===== src/rtl/int_ctrl_pkg.sv =====
// rtl/int_ctrl_pkg.sv - shared register indices, limits and priority helper for int_ctrl
package int_ctrl_pkg;

    localparam int INT_MAX_SRC = 31;

    typedef enum logic [1:0] {
        INT_REG_PENDING = 2'd0,
        INT_REG_ENABLE  = 2'd1,
        INT_REG_EDGE    = 2'd2,
        INT_REG_CLAIM   = 2'd3
    } int_reg_e;

    // Returns (lowest set bit index)+1, or 0 when no bit is set.
    function automatic logic [4:0] int_lowest_id(input logic [INT_MAX_SRC-1:0] vec);
        logic [4:0] id;
        id = 5'd0;
        for (int i = INT_MAX_SRC - 1; i >= 0; i--) begin
            if (vec[i]) begin
                id = 5'(i + 1);
            end
        end
        return id;
    endfunction

endpackage


===== src/rtl/int_gateway.sv =====
// rtl/int_gateway.sv - per-source input stage, edge history and pending flop (INT_CTRL_SYNC_EN adds a second sync flop)
module int_gateway (
    input  logic clk,
    input  logic rst,
    input  logic src,
    input  logic edge_mode,
    input  logic in_service,
    input  logic clear,
    output logic pending
);

    logic sync_q;
    logic hist_q;
    logic rise;

`ifdef INT_CTRL_SYNC_EN
    logic meta_q;

    always_ff @(posedge clk) begin
        if (rst) begin
            meta_q <= 1'b0;
            sync_q <= 1'b0;
        end else begin
            meta_q <= src;
            sync_q <= meta_q;
        end
    end
`else
    always_ff @(posedge clk) begin
        if (rst) begin
            sync_q <= 1'b0;
        end else begin
            sync_q <= src;
        end
    end
`endif

    assign rise = sync_q & ~hist_q;

    // History runs in both modes so a mode switch never fabricates an edge.
    always_ff @(posedge clk) begin
        if (rst) begin
            hist_q  <= 1'b0;
            pending <= 1'b0;
        end else begin
            hist_q <= sync_q;
            if (edge_mode) begin
                if (rise) begin
                    pending <= 1'b1;
                end else if (clear) begin
                    pending <= 1'b0;
                end
            end else if (clear) begin
                pending <= 1'b0;
            end else if (!in_service) begin
                pending <= sync_q;
            end
        end
    end

endmodule


===== src/rtl/int_ctrl.sv =====
// rtl/int_ctrl.sv - external interrupt controller: gateways, enables, claim/complete and request output (option INT_CTRL_SYNC_EN)
module int_ctrl
    import int_ctrl_pkg::*;
#(
    parameter int NUM_SRC = 8
) (
    input  logic               clk,
    input  logic               rst,
    input  logic [NUM_SRC-1:0] src,
    input  logic [3:0]         bus_addr,
    input  logic [31:0]        bus_wdata,
    input  logic               bus_wen,
    input  logic               bus_ren,
    output logic [31:0]        bus_rdata,
    output logic               external_int
);

    int_reg_e               sel;
    logic                   wr;
    logic                   rd;
    logic [NUM_SRC-1:0]     pending;
    logic [NUM_SRC-1:0]     enable_q;
    logic [NUM_SRC-1:0]     edge_q;
    logic [NUM_SRC-1:0]     in_service_q;
    logic [NUM_SRC-1:0]     claimable;
    logic [INT_MAX_SRC-1:0] claimable_w;
    logic [4:0]             claim_id;
    logic                   claim_fire;
    logic [NUM_SRC-1:0]     claim_mask;
    logic [NUM_SRC-1:0]     complete_mask;
    logic [NUM_SRC-1:0]     clear;
    logic [31:0]            rd_word;
    logic                   unused_addr;

    assign unused_addr = ^bus_addr[1:0];
    assign sel         = int_reg_e'(bus_addr[3:2]);
    assign wr          = bus_wen;
    assign rd          = bus_ren & ~bus_wen;
    assign claimable   = pending & enable_q & ~in_service_q;

    always_comb begin
        claimable_w                = '0;
        claimable_w[NUM_SRC-1:0]   = claimable;
    end

    assign claim_id   = int_lowest_id(claimable_w);
    assign claim_fire = rd && (sel == INT_REG_CLAIM) && (claim_id != 5'd0);

    // Claim and W1C share the gateway clear; the gateway lets a fresh edge win.
    always_comb begin
        claim_mask    = '0;
        complete_mask = '0;
        clear         = '0;
        for (int i = 0; i < NUM_SRC; i++) begin
            claim_mask[i]    = claim_fire && (claim_id == 5'(i + 1));
            complete_mask[i] = wr && (sel == INT_REG_CLAIM) && (bus_wdata == 32'(i + 1));
            clear[i]         = claim_mask[i] ||
                               (wr && (sel == INT_REG_PENDING) && bus_wdata[i] && edge_q[i]);
        end
    end

    always_comb begin
        rd_word = '0;
        case (sel)
            INT_REG_PENDING: rd_word[NUM_SRC-1:0] = pending;
            INT_REG_ENABLE:  rd_word[NUM_SRC-1:0] = enable_q;
            INT_REG_EDGE:    rd_word[NUM_SRC-1:0] = edge_q;
            INT_REG_CLAIM:   rd_word[4:0]         = claim_id;
            default:         rd_word              = '0;
        endcase
    end

    always_ff @(posedge clk) begin
        if (rst) begin
            enable_q     <= '0;
            edge_q       <= '0;
            in_service_q <= '0;
            bus_rdata    <= '0;
            external_int <= 1'b0;
        end else begin
            if (wr && (sel == INT_REG_ENABLE)) begin
                enable_q <= bus_wdata[NUM_SRC-1:0];
            end
            if (wr && (sel == INT_REG_EDGE)) begin
                edge_q <= bus_wdata[NUM_SRC-1:0];
            end
            in_service_q <= (in_service_q & ~complete_mask) | claim_mask;
            if (rd) begin
                bus_rdata <= rd_word;
            end
            external_int <= |claimable;
        end
    end

    for (genvar g = 0; g < NUM_SRC; g++) begin : g_gw
        int_gateway u_gw (
            .clk        (clk),
            .rst        (rst),
            .src        (src[g]),
            .edge_mode  (edge_q[g]),
            .in_service (in_service_q[g]),
            .clear      (clear[g]),
            .pending    (pending[g])
        );
    end

endmodule


===== config.mk =====
export PLATFORM = sky130hd
export DESIGN_NAME = int_ctrl
export DESIGN_NICKNAME = d
export VERILOG_FILES = /design/src/rtl/int_ctrl_pkg.sv /design/src/rtl/int_gateway.sv /design/src/rtl/int_ctrl.sv
export SDC_FILE = /design/constraint.sdc
export NUM_CORES = 1
export LEC_CHECK = 0
export CORE_MARGIN = 2
export CORE_UTILIZATION = 45
export DETAILED_ROUTE_END_ITERATION = 6
export GPL_TIMING_DRIVEN = 0
export HOLD_SLACK_MARGIN = 0.1
export PLACE_DENSITY_LB_ADDON = 0.12
export SETUP_SLACK_MARGIN = 0.5
export SLEW_MARGIN = 20
export SYNTH_ARGS = -nofsm -noshare
export SYNTH_HDL_FRONTEND = slang
export SYNTH_SLANG_ARGS = --single-unit

===== constraint.sdc =====
create_clock -name clk -period 4.5 [get_ports clk]
set_clock_uncertainty 0.05 [all_clocks]
set_input_delay 0.45 -clock clk [delete_from_list [all_inputs] [get_ports clk]]
set_output_delay 0.45 -clock clk [all_outputs]
set_load 0.005 [all_outputs]

==> flow_summary_export.csv, run 1 <==
group,metric,value,unit
finish,seq_area,1140,um^2
cts,clkLatencyLatePin,0.34,ns
floorplan,start_util,47.3,%
grt,grt_max_degree,11,
min_path,hold_path.class,"register to register",
logic_synthesis,synth_top_area_share,40.3,%
worst_setup_path,end_kind,"register",
placement,portBuffers,54,
routing,wl,7460,um
grt,grt_pass1_wl,12300,um
worst_setup_path,startpoint_type,"input port",
routing,postRouteAntennaNets,0,
timing,fin_crit_sh,54.5,%
flow_run,maxCapViolations,0,
worst_setup_path,critPathRequiredTime,4.65,ns
routing,drtPass1Iterations,5,
timing,rsz0062_at_grt,"no",
cts,cts_resized,0,
cts,root_buffer,"clkbuf_8",
finish,fin_nets,456,
power_and_ir_drop,leakage,1.52,nW
finish,nFillCells,546,
timing,hold_violations,0,
finish,area_delta_synth_final,32.3,%
timing,slew_headroom,46.5,%
worst_setup_path,critPathArrivalTime,2.61,ns
worst_setup_path,path_class,"input port to register",
logic_synthesis,ys_ff_latch,57,
routing,routed-via-count,2597,
placement,gp_congestion,0.908,
cts,clk_path_buf_depth,2,
cts,cts_buffers,9,
logic_synthesis,syn_inst,320,
floorplan,die_w,83.3,um
power_and_ir_drop,ir_worst_vdd,0.218,mV
placement,postPlaceCellArea,3550,um^2
floorplan,die_y,83.3,um
placement,dpl.hpwl,5500,um
cts,postCtsSetupBuffers,0,
routing,drc,0,
status,status,"finished clean",
routing,drtIter0Drc,225,
logic_synthesis,synth_area_per_cell,8.85,um^2
logic_synthesis,synth-seq-area-share,40.3,%
power_and_ir_drop,p_per_area,309,nW/um^2
timing,tightest_slew,0.802,ns
logic_synthesis,syn_area,2830,um^2
floorplan,rows,28,
cts,htreeDepth,3,
finish,drive_gt1_share,12.8,%
routing,vias_per_cell,5.32,
logic_synthesis,synthFlopType,"dfxtp_1",
cts,hold_buffers,0,
timing,max_freq,0.408,GHz
finish,multi_input_area,1530,um^2
timing,setup_violations,0,
finish,insertedDiodeCount,0,
floorplan,ios,81,
grt,grt_pass1_vias,2381,
floorplan,die_area,6940,um^2
cts,path_clk_slew,0.06,ns
cts,cts_tree,"built",
logic_synthesis,synth_area_leader_cell,"dfxtp_1",
logic_synthesis,async_flop_share,0,%
finish,stdcell_area,3750,um^2
floorplan,core,5990,um^2
timing,fin_tns_setup,0,ns
cts,clock_sinks,57,
timing,min_period,2.45,ns
grt,grt.total_usage,22.2,%
logic_synthesis,synth_cell_types,47,
logic_synthesis,synth_edf_count,0,
logic_synthesis,ys_warn_count,0,
grt,overflow,0,
logic_synthesis,synthTopCellsByArea,"dfxtp_1 40%, mux2i_1 8.1%, buf_4 6.6%",
timing,slew_violations,0,
worst_setup_path,path_max_fanout,8,
grt,grt_antenna_before_repair,0,
routing,wl_per_cell,15.3,um
## layout make-up
class | count | area share, %
flip-flops and latches | 57 | 30.5
clock inverters | 6 | 1.54
repair buffers | 54 | 14.4
plain buffers | 36 | 6.14
multi-input cells | 246 | 40.9
inverters | 4 | 0.401
clock buffers | 10 | 3.67
well taps | 75 | 2.50
## power breakdown
part	switching (mW)	leakage [nW]	internal, mW
clock	0.204	0.102	0.266
sequential	0.0132	0.466	0.524
combinational	0.0691	0.950	0.0837
## final timing paths
check	from	to	slack [ns]	depth (start not counted)
max	bus_wdata[6]	in_service_q[1]	2.05	6
min	bus_rdata[0]	bus_rdata[0]	0.41	1
max reg2reg	in_service_q[1]	g_gw[6].u_gw.pending	2.60	5
min reg2reg	bus_rdata[0]	bus_rdata[0]	0.41	1
## synth_stat cells, drive strengths merged (2+ instances only)
cell / count
a211oi: 5
a21oi: 13
a31oi: 6
a32o: 3
and3b: 4
buf: 27
clkbuf: 9
dfxtp: 57
inv: 4
mux2: 3
mux2i: 23
nand2: 25
nand2b: 5
nand3: 11
nand3b: 12
nand4: 2
nor2: 32
nor2b: 23
nor3: 7
nor4: 7
o211ai: 3
o21a: 2
o21ai: 11
o221ai: 2
o31a: 3
o31ai: 3
o41ai: 4
or2: 2
or4b: 2
## layer usage
layer	vias to the layer above	track usage (%)	part of all wire [%]
li1	1279	-	-
met1	1194	30.0	45
met2	111	35.0	46
met3	13	6.36	8.1
met4	0	5.66	1.2
met5	-	0	0
## through the flow
step	power (mW)	hold WS (ns)	std cells	utilization, %	setup slack, ns
3_5_place_dp	0.699	0.398	472	59.3	1.73
2_1_floorplan	0.622	0.395	343	-	2.52
5_1_grt	1.21	0.454	488	62.6	1.97
4_1_cts	1.16	0.413	488	62.6	2.06
6_report	1.16	0.407	488	62.6	2.05
3_3_place_gp	0.697	0.387	472	59.3	1.74
## registers in the layout, indices dropped and copies added (netlist names)
| name | flops |
|---|---|
| bus_rdata | 8 |
| external_int | 1 |
| in_service_q | 8 |
| g_gw.u_gw.sync_q | 8 |
| g_gw.u_gw.hist_q | 8 |
| enable_q | 8 |
| g_gw.u_gw.pending | 8 |
| edge_q | 8 |
## cells by family (layout without fill, tap and decap cells)
logic type	count (synthesis)	after routing	share of synthesized area [%]
flip-flops	57	57	40.3
AO/OA/AOI/OAI	60	60	14.3
buffers and inverters	40	110	8.66
other	1	24	0.132
multiplexers	26	26	9.32
AND/OR/NAND/NOR	136	136	27.3
## layout by cell type (no fill, tap or decap), types with 4 or more instances in the layout
cell type	count
a211oi_1	5
a21oi_1	13
a31oi_1	6
and3b_1	4
buf_4	25
clkbuf_1	9
clkbuf_8	10
clkdlybuf4s50_1	54
clkinv_2	4
conb_1	24
dfxtp_1	57
inv_1	4
mux2i_1	23
nand2_1	24
nand2b_1	5
nand3_1	11
nand3b_1	12
nor2_1	32
nor2b_1	23
nor3_1	7
o21ai_0	4
o21ai_1	7
o41ai_1	4
## critical path, cell delays in order
cell	delay (ns)
clkdlybuf4s50_1	0.52
or4b_1	0.57
nor4_2	0.18
nand4_2	0.30
o41ai_1	0.46
a21oi_1	0.12
(Power assumes the default switching activity.)
==> run 2: changes to the inputs <==
- CORE_UTILIZATION: 45 -> 43
- clock period: 4.5 -> 1.99 ns (I/O delays scaled with it)
==> run 2 against run 1 <==
Net effect:
- clock power rose to 2.7 times the previous value
- core utilization up 2.8 points
- total power up 150%
- final cell count up 4.5%
- first-iteration DRC count up 10%
- die area up 4.4%
- setup slack worse by 1.7 ns
- register-to-register slack worse by 2.3 ns
- combinational power up 150%
- final area up 11%
- sequential share of layout area down 2.6 points
- via count up 5.1%
- critical path type is now register to register
- critical endpoint is now g_gw[6].u_gw.pending
==> flow_summary_export.csv, run 2 (synthesized netlist as in run 1, its figures left out) <==
group,metric,value,unit
min_path,whs_path_depth,3,
grt,grt_pass1_wl,13300,um
finish,seq_area,1160,um^2
worst_setup_path,critPathArrivalTime,1.86,ns
routing,postRouteAntennaNets,0,
worst_setup_path,worst-path-buf-inv,0,
power_and_ir_drop,p_per_area,687,nW/um^2
cts,root_buffer,"clkbuf_8",
cts,htreeDepth,3,
routing,drc,0,
worst_setup_path,path_class,"register to register",
grt,grt_pass1_vias,2583,
worst_setup_path,slowest_delay,0.35,ns
worst_setup_path,end_kind,"register",
flow_run,maxCapViolations,0,
placement,gp_congestion,0.893,
timing,min_period,1.67,ns
timing,rsz0062_at_grt,"yes",
floorplan,start_util,44.6,%
finish,area_delta_synth_final,46.5,%
finish,instances_no_fill,510,
timing,fin_tns_setup,0,ns
status,status,"finished clean",
grt,grt_antenna_before_repair,0,
placement,portBuffers,54,
floorplan,core,6350,um^2
cts,clock_sinks,57,
finish,nFillCells,536,
worst_setup_path,path_depth,5,
finish,final_common_cell,"dfxtp_1",
finish,fin_nets,476,
worst_setup_path,path_max_fanout,3,
floorplan,die_w,85.1,um
floorplan,die_area,7250,um^2
cts,clkLatencyLatePin,0.34,ns
power_and_ir_drop,leakage,1.82,nW
grt,grt.total_usage,23.7,%
timing,slew_violations,0,
finish,insertedDiodeCount,0,
floorplan,die_y,85.1,um
routing,drtPass1Iterations,4,
routing,drtIter0Drc,248,
timing,max_freq,0.599,GHz
routing,vias_per_cell,5.35,
worst_setup_path,rr_worst_depth,5,
worst_setup_path,startpoint_type,"register",
power_and_ir_drop,ir_worst_vdd,0.595,mV
cts,cts_buffers,9,
routing,wl,8470,um
timing,fin_crit_sh,84.0,%
worst_setup_path,critPathRequiredTime,2.18,ns
finish,fin_util,65.3,%
floorplan,rows,29,
worst_setup_path,crit_family,"simple AND/OR/NAND/NOR gates",
placement,dpl.cell_count,474,
finish,drive_gt1_share,27.5,%
placement,dpl.hpwl,5670,um
worst_setup_path,slowest_stage,"dfxtp_4",
routing,wl_per_cell,16.6,um
cts,path_clk_slew,0.07,ns
grt,grt_max_degree,11,
routing,routed-via-count,2729,
cts,cts_tree,"built",
timing,hold_violations,0,
finish,multi_input_area,1680,um^2
cts,hold_buffers,0,
grt,overflow,0,
cts,clk_path_buf_depth,2,
worst_setup_path,path_cells,"and3b_2 > nor4_4 > nand3b_1 > or2_1 > a32o_1",
timing,setup_violations,0,
floorplan,ios,81,
min_path,hold_path.class,"input port to register",
finish,layout_common_cells,"47 x dfxtp_1, 42 x buf_4, 30 x nor2_1",
==> run 2: worst reg2reg max path, cell delays in order, from the launching register on <==
cell,delay [ns]
dfxtp_4,0.35
and3b_2,0.24
nor4_4,0.33
nand3b_1,0.14
or2_1,0.26
a32o_1,0.20
==> run 2: area by class of cell <==
cell class / count / share of cell area (%)
Timing Repair Buffer: 74 / 17.6
Multi-Input combinational cell: 246 / 40.4
Inverter: 4 / 0.362
Tap cell: 77 / 2.32
Buffer: 36 / 5.94
Clock buffer: 12 / 3.74
Sequential cell: 57 / 27.9
Clock inverter: 4 / 1.81
==> run 2: where the power goes <==
part | switching, mW | internal, mW
Clock | 0.488 | 0.774
Sequential | 0.0289 | 1.18
Combinational | 0.179 | 0.198
Total | 0.696 | 2.15
==> run 2: routing by layer <==
| layer | routed length [um] | up-vias | track usage [%] | share of wire, % |
|---|---|---|---|---|
| li1 | - | 1320 | - | - |
| met4 | 204 | 0 | 10.1 | 2.4 |
| met1 | 3760 | 1268 | 32.8 | 44 |
| met2 | 3880 | 119 | 36.4 | 46 |
| met5 | 0 | - | 0 | 0 |
| met3 | 625 | 22 | 4.09 | 7.4 |
==> run 2: path summary, 6_finish.rpt <==
path	slack [ns]	startpoint	endpoint
setup reg to reg	0.32	in_service_q[1]	g_gw[6].u_gw.pending
setup / recovery	0.32	in_service_q[1]	g_gw[6].u_gw.pending
hold reg to reg	0.41	bus_rdata[0]	bus_rdata[0]
hold / removal	0.13	bus_wdata[7]	enable_q[7]
==> run 2: repair_timing <==
item	4_1_cts	5_1_grt
endpoints found under the setup margin	40	28
buffers inserted	17	3
pin swaps	26	20
resized for setup	56	40
==> run 2: stage by stage <==
step | worst slack, ns | hold WS [ns] | instance area (um^2) | power, mW
after floorplan | 0.256 | 0.232 | 2930 | 1.41
after global placement | -0.565 | 0.386 | 3560 | 1.58
after detailed placement | -0.576 | 0.400 | 3560 | 1.58
after CTS | 0.344 | 0.161 | 4030 | 2.85
after global routing | 0.286 | 0.152 | 4150 | 2.95
final | 0.319 | 0.133 | 4150 | 2.85
==> RTL edit 1: new RTL, config.mk and constraints of run 1 <==
Put one more register stage on the output `bus_rdata`, cleared by the reset. The value now appears one clock later. The other outputs are not delayed to match.
--- a/src/rtl/int_ctrl.sv
+++ b/src/rtl/int_ctrl.sv
@@ -16,2 +16,4 @@
 );
+
+    logic [31:0] bus_rdata_s0;
 
@@ -77,3 +79,3 @@
             in_service_q <= '0;
-            bus_rdata    <= '0;
+            bus_rdata_s0 <= '0;
             external_int <= 1'b0;
@@ -88,3 +90,3 @@
             if (rd) begin
-                bus_rdata <= rd_word;
+                bus_rdata_s0 <= rd_word;
             end
@@ -106,2 +108,10 @@
 
+    always_ff @(posedge clk) begin
+        if (rst) begin
+            bus_rdata <= '0;
+        end else begin
+            bus_rdata <= bus_rdata_s0;
+        end
+    end
+
 endmodule
Check against the original RTL: not equivalent (a bounded check fails within 4 cycles, from zero or initial values and one cycle with rst high).
==> RTL edit 1 against run 1 <==
  * Total power is 11% higher
  * Sequential cell count is 8 higher
  * Largest power group unchanged
  * Highest routed layer unchanged
  * Area after synthesis is 6.5% higher
  * Largest cell class unchanged
  * Final area is 4.8% higher
  * Global-route usage is 1.9 points higher
  * Worst setup slack better by 0.13 ns
  * Register-to-register slack worse by 0.05 ns
  * The run now ends with design-rule violations left
  * Routed wire length is 12% higher
==> RTL edit 1: results (changes against run 1) <==
- Worst max-slew margin expressed relative to the limit: 42.0% (-4.6 points)
- Fraction of the yosys area taken by sequential cells: 43.2% (+2.9 points)
- Proportion of netlist area held by the largest area contributor: 43.2% (+2.9 points)
- Maximum ir drop on the vdd rail: 0.210 mV (-3.8%)
- Final estimated routing congestion in global placement: 0.917 (+0.92%)
- Cts bufs inserted: 9 (unchanged)
- Post-route DRC violation count: 8 (+8)
- Failing checks: design-rule violations
- Port Buffer Count: 52 (-3.7%)
- Leakage dissipation: 1.60 nW (+5.4%)
- Drt pass-1 iters: 7 (+2)
- First-pass GRT wire length: 13500 microns (+10%)
- Number of nets in the finished design: 479 (+5.0%)
- Violation count after the first detailed-route iteration: 240 (+6.7%)
- Placed wire-length estimate after detailed placement: 5990 microns (+8.9%)
- All-layer global routing usage: 24.1% (+1.9 points)
- Count of fill cells added during filler insertion: 567 (+3.8%)
- Arrival time at the worst endpoint: 2.49 ns (-0.12 ns)
- Share of post-route cells with drive strength above 1: 10.1% (-2.7 points)
- Vias in the first global route: 2643 (+11%)
- Leading post-synthesis cells by instance count: sky130_fd_sc_hd__dfxtp_1 (65), sky130_fd_sc_hd__nor2_1 (39), sky130_fd_sc_hd__nor2b_1 (28)
- Dominant cells by area after synthesis: sky130_fd_sc_hd__dfxtp_1 (43%), sky130_fd_sc_hd__mux2i_1 (8.0%), sky130_fd_sc_hd__buf_4 (6.0%), sky130_fd_sc_hd__nor2b_1 (5.8%), sky130_fd_sc_hd__nor2_1 (4.9%)
- Clk pin slew, worst setup/hold paths: approximately 0.070 ns
- Total wire length: 8320 microns (+12%)
- Via density: 5.43 (+2.0%)
- Outcome: complete, but fails checks
- Distinct cells, synth: 40 (-15%)
- Number of antenna diodes: 0 (unchanged)
-- RTL edit 1: cell types whose count changed after synthesis, moves of 5 or more --
cell	run 1	this run
sky130_fd_sc_hd__a21oi_1	13	21
sky130_fd_sc_hd__dfxtp_1	57	65
sky130_fd_sc_hd__nor2_1	32	39
sky130_fd_sc_hd__o21ai_1	7	0
sky130_fd_sc_hd__clkbuf_1	9	15
sky130_fd_sc_hd__nand3_1	11	6
sky130_fd_sc_hd__nor2b_1	23	28
sky130_fd_sc_hd__o21ai_0	4	9
-- RTL edit 1: cell families after synthesis --
group / after synthesis / synth area share (%)
simple gates: 147 / 26.3
compound gates: 61 / 13.5
mux: 24 / 7.97
flops: 65 / 43.2
other cells: 1 / 0.124
buf+inv: 47 / 8.96
-- RTL edit 1: metal layers --
metal	track usage, %	routed length (microns)
met5	0	0
met4	12.4	251
met3	5.20	591
met2	37.9	3820
met1	31.1	3660
-- RTL edit 1: layout make-up --
cell class	count	area share (%)
well taps	77	2.45
repair buffers	52	13.3
flip-flops and latches	65	33.1
clock buffers	14	4.40
multi-input cells	256	39.0
inverters	5	0.478
clock inverters	2	0.892
plain buffers	42	6.41
-- RTL edit 1: path summary, 6_finish.rpt --
| path | slack [ns] | cells past startpoint | from | to |
|---|---|---|---|---|
| worst min register to register | 0.41 | 1 | bus_rdata_s0[6] | bus_rdata[6] |
| worst min-delay path | 0.41 | 1 | bus_rdata_s0[6] | bus_rdata[6] |
| worst max-delay path | 2.17 | 7 | bus_addr[2] | in_service_q[0] |
| worst max register to register | 2.55 | 5 | in_service_q[4] | bus_rdata_s0[3] |
-- RTL edit 1: report_power, final --
group | total, mW | switching, mW | internal [mW]
Sequential | 0.610 | 0.0134 | 0.596
Combinational | 0.153 | 0.0729 | 0.0805
Clock | 0.526 | 0.224 | 0.301
Total | 1.29 | 0.311 | 0.978
-- RTL edit 1: stage by stage --
stage	std cells	setup WS [ns]	hold slack [ns]	cell area (sq um)
finish	513	2.17	0.411	3930
global route	513	2.02	0.418	3930
CTS	513	2.18	0.412	3930
detailed placement	497	1.81	0.405	3720
global placement	497	1.85	0.399	3720
floorplan	368	2.62	0.388	3100
-- RTL edit 1: critical path, stage by stage --
cell and delay, ns:
sky130_fd_sc_hd__clkdlybuf4s50_1 0.64, sky130_fd_sc_hd__nor4b_2 0.25, sky130_fd_sc_hd__nand4_1 0.13, sky130_fd_sc_hd__or3_1 0.37, sky130_fd_sc_hd__buf_2 0.19, sky130_fd_sc_hd__o41ai_1 0.34
sky130_fd_sc_hd__a21oi_1 0.11
==> RTL edit 2: new RTL, settings of run 1 <==
Made on the original files. The option `INT_CTRL_SYNC_EN` is turned on by a define.
--- a/src/rtl/int_gateway.sv
+++ b/src/rtl/int_gateway.sv
@@ -1,2 +1,4 @@
 // rtl/int_gateway.sv - per-source input stage, edge history and pending flop (INT_CTRL_SYNC_EN adds a second sync flop)
+`define INT_CTRL_SYNC_EN
+
 module int_gateway (
Check against the original RTL: not equivalent (a bounded check fails within 4 cycles, from zero or initial values and one cycle with rst high).
==> RTL edit 2 against run 1 <==
  * Worst setup slack gained 0.23 ns
  * Sequential power is 13% higher
  * Register-to-register slack got worse by 0.11 ns
  * Area after synthesis increased by 8.8%
  * Fmax up 10%
  * Cell count increased by 4.5%
  * Critical path depth stayed put
  * Total power increased by 10%
  * Sequential cell count grew 8
  * Routed wire length increased by 12%
  * Die area is 8.4% higher
  * Sequential share of layout area rose by 2.2 points
  * Final area up 6.3%
  * Critical endpoint unchanged
==> RTL edit 2: results (changes against run 1) <==
- Number of standard cells in the final layout excluding fillers: 510 (+4.5%)
- Final estimated routing congestion in global placement: 0.951 (+4.6%)
- Dominant cells by area after synthesis: sky130_fd_sc_hd__dfxtp_1 (42%), sky130_fd_sc_hd__mux2i_1 (7.5%), sky130_fd_sc_hd__buf_4 (6.6%), sky130_fd_sc_hd__nor2b_1 (5.7%), sky130_fd_sc_hd__nor2_1 (4.3%)
- Placed wire-length estimate after detailed placement: 5960 microns (+8.3%)
- Outcome: completed
- Critical Path Start: bus_wdata[4]
- Maximum ir drop on the vdd rail: 0.169 mV (-23%)
- Share of post-route cells with drive strength above 1: 12.3% (-0.51 points)
- Violation count after the first detailed-route iteration: 156 (-31%)
- Fraction of met2 tracks used by global routing: 35.7% (+0.69 points)
- Number of nets in the finished design: 473 (+3.7%)
- Setup Slack @ Placement: 1.96 ns (+0.228 ns)
- Placed Instances: 494 (+4.7%)
- Crit Path Max Fanout: 5 (-3)
- Leakage dissipation: 1.62 nW (+6.7%)
- Via count: 2702 (+4.0%)
- Sum of met3 wire segment lengths after detailed routing: 577 microns (-4.0%)
- Instance area at placement: 3780 sq um (+6.3%)
- Startpoint of the worst-slack reg-to-reg timing path: in_service_q[3]
- Vias in the first global route: 2459 (+3.3%)
- Sequential cell area in the final layout: 1300 sq um (+14%)
- Arrival time at the worst endpoint: 2.39 ns (-0.22 ns)
- Origin of the worst min-delay path: g_gw[1].u_gw.meta_q
- Fraction of the yosys area taken by sequential cells: 42.2% (+1.9 points)
- All-layer global routing usage: 23.0% (+0.81 points)
- Met3 track utilization from global routing: 4.29% (-2.1 points)
- Count of fill cells added during filler insertion: 629 (+15%)
- Met2 wire length: 3830 microns (+13%)
- Port Buffer Count: 51 (-5.6%)
- Critical-path top delay cell: sky130_fd_sc_hd__or4_4
RTL edit 2: cell types whose count changed in the layout (fill, tap and decap cells not counted), moves of 4 or more:
cell,run 1,this run
sky130_fd_sc_hd__a21oi_1,13,22
sky130_fd_sc_hd__dfxtp_1,57,65
sky130_fd_sc_hd__nor2b_1,23,28
sky130_fd_sc_hd__nor3_1,7,3
RTL edit 2: logic make-up after synthesis:
group | share of synthesized area [%]
AND/OR/NAND/NOR | 26.0
AO/OA/AOI/OAI | 13.8
flip-flops | 42.2
buffers and inverters | 8.61
multiplexers | 9.30
other | 0.122
RTL edit 2: path summary, 6_finish.rpt:
kind | cells after the start | endpoint | slack (ns)
max reg2reg | 5 | g_gw[7].u_gw.pending | 2.49
min reg2reg | 1 | g_gw[1].u_gw.sync_q | 0.38
min | 1 | g_gw[1].u_gw.sync_q | 0.38
max | 6 | in_service_q[1] | 2.28
RTL edit 2: area by class of cell:
class / count / share of cell area (%)
Tap cell: 80 / 2.51
Buffer: 38 / 6.19
Inverter: 5 / 0.471
Timing Repair Buffer: 51 / 12.8
Multi-Input combinational cell: 255 / 40.2
Clock inverter: 2 / 0.879
Sequential cell: 65 / 32.7
Clock buffer: 14 / 4.33
RTL edit 2: power groups by stage:
stage | Combinational (mW) | Clock [mW] | Sequential [mW]
global route | 0.160 | 0.557 | 0.609
CTS | 0.148 | 0.532 | 0.606
global placement | 0.146 | 0 | 0.619
detailed placement | 0.147 | 0 | 0.619
finish | 0.148 | 0.524 | 0.607
floorplan | 0.0770 | 0 | 0.616
RTL edit 2: critical path, delay by kind of cell:
kind | cells | cell delay, ns
AO/OA/AOI/OAI | 2 | 0.24
AND/OR/NAND/NOR | 3 | 1.22
buffers and inverters | 1 | 0.48
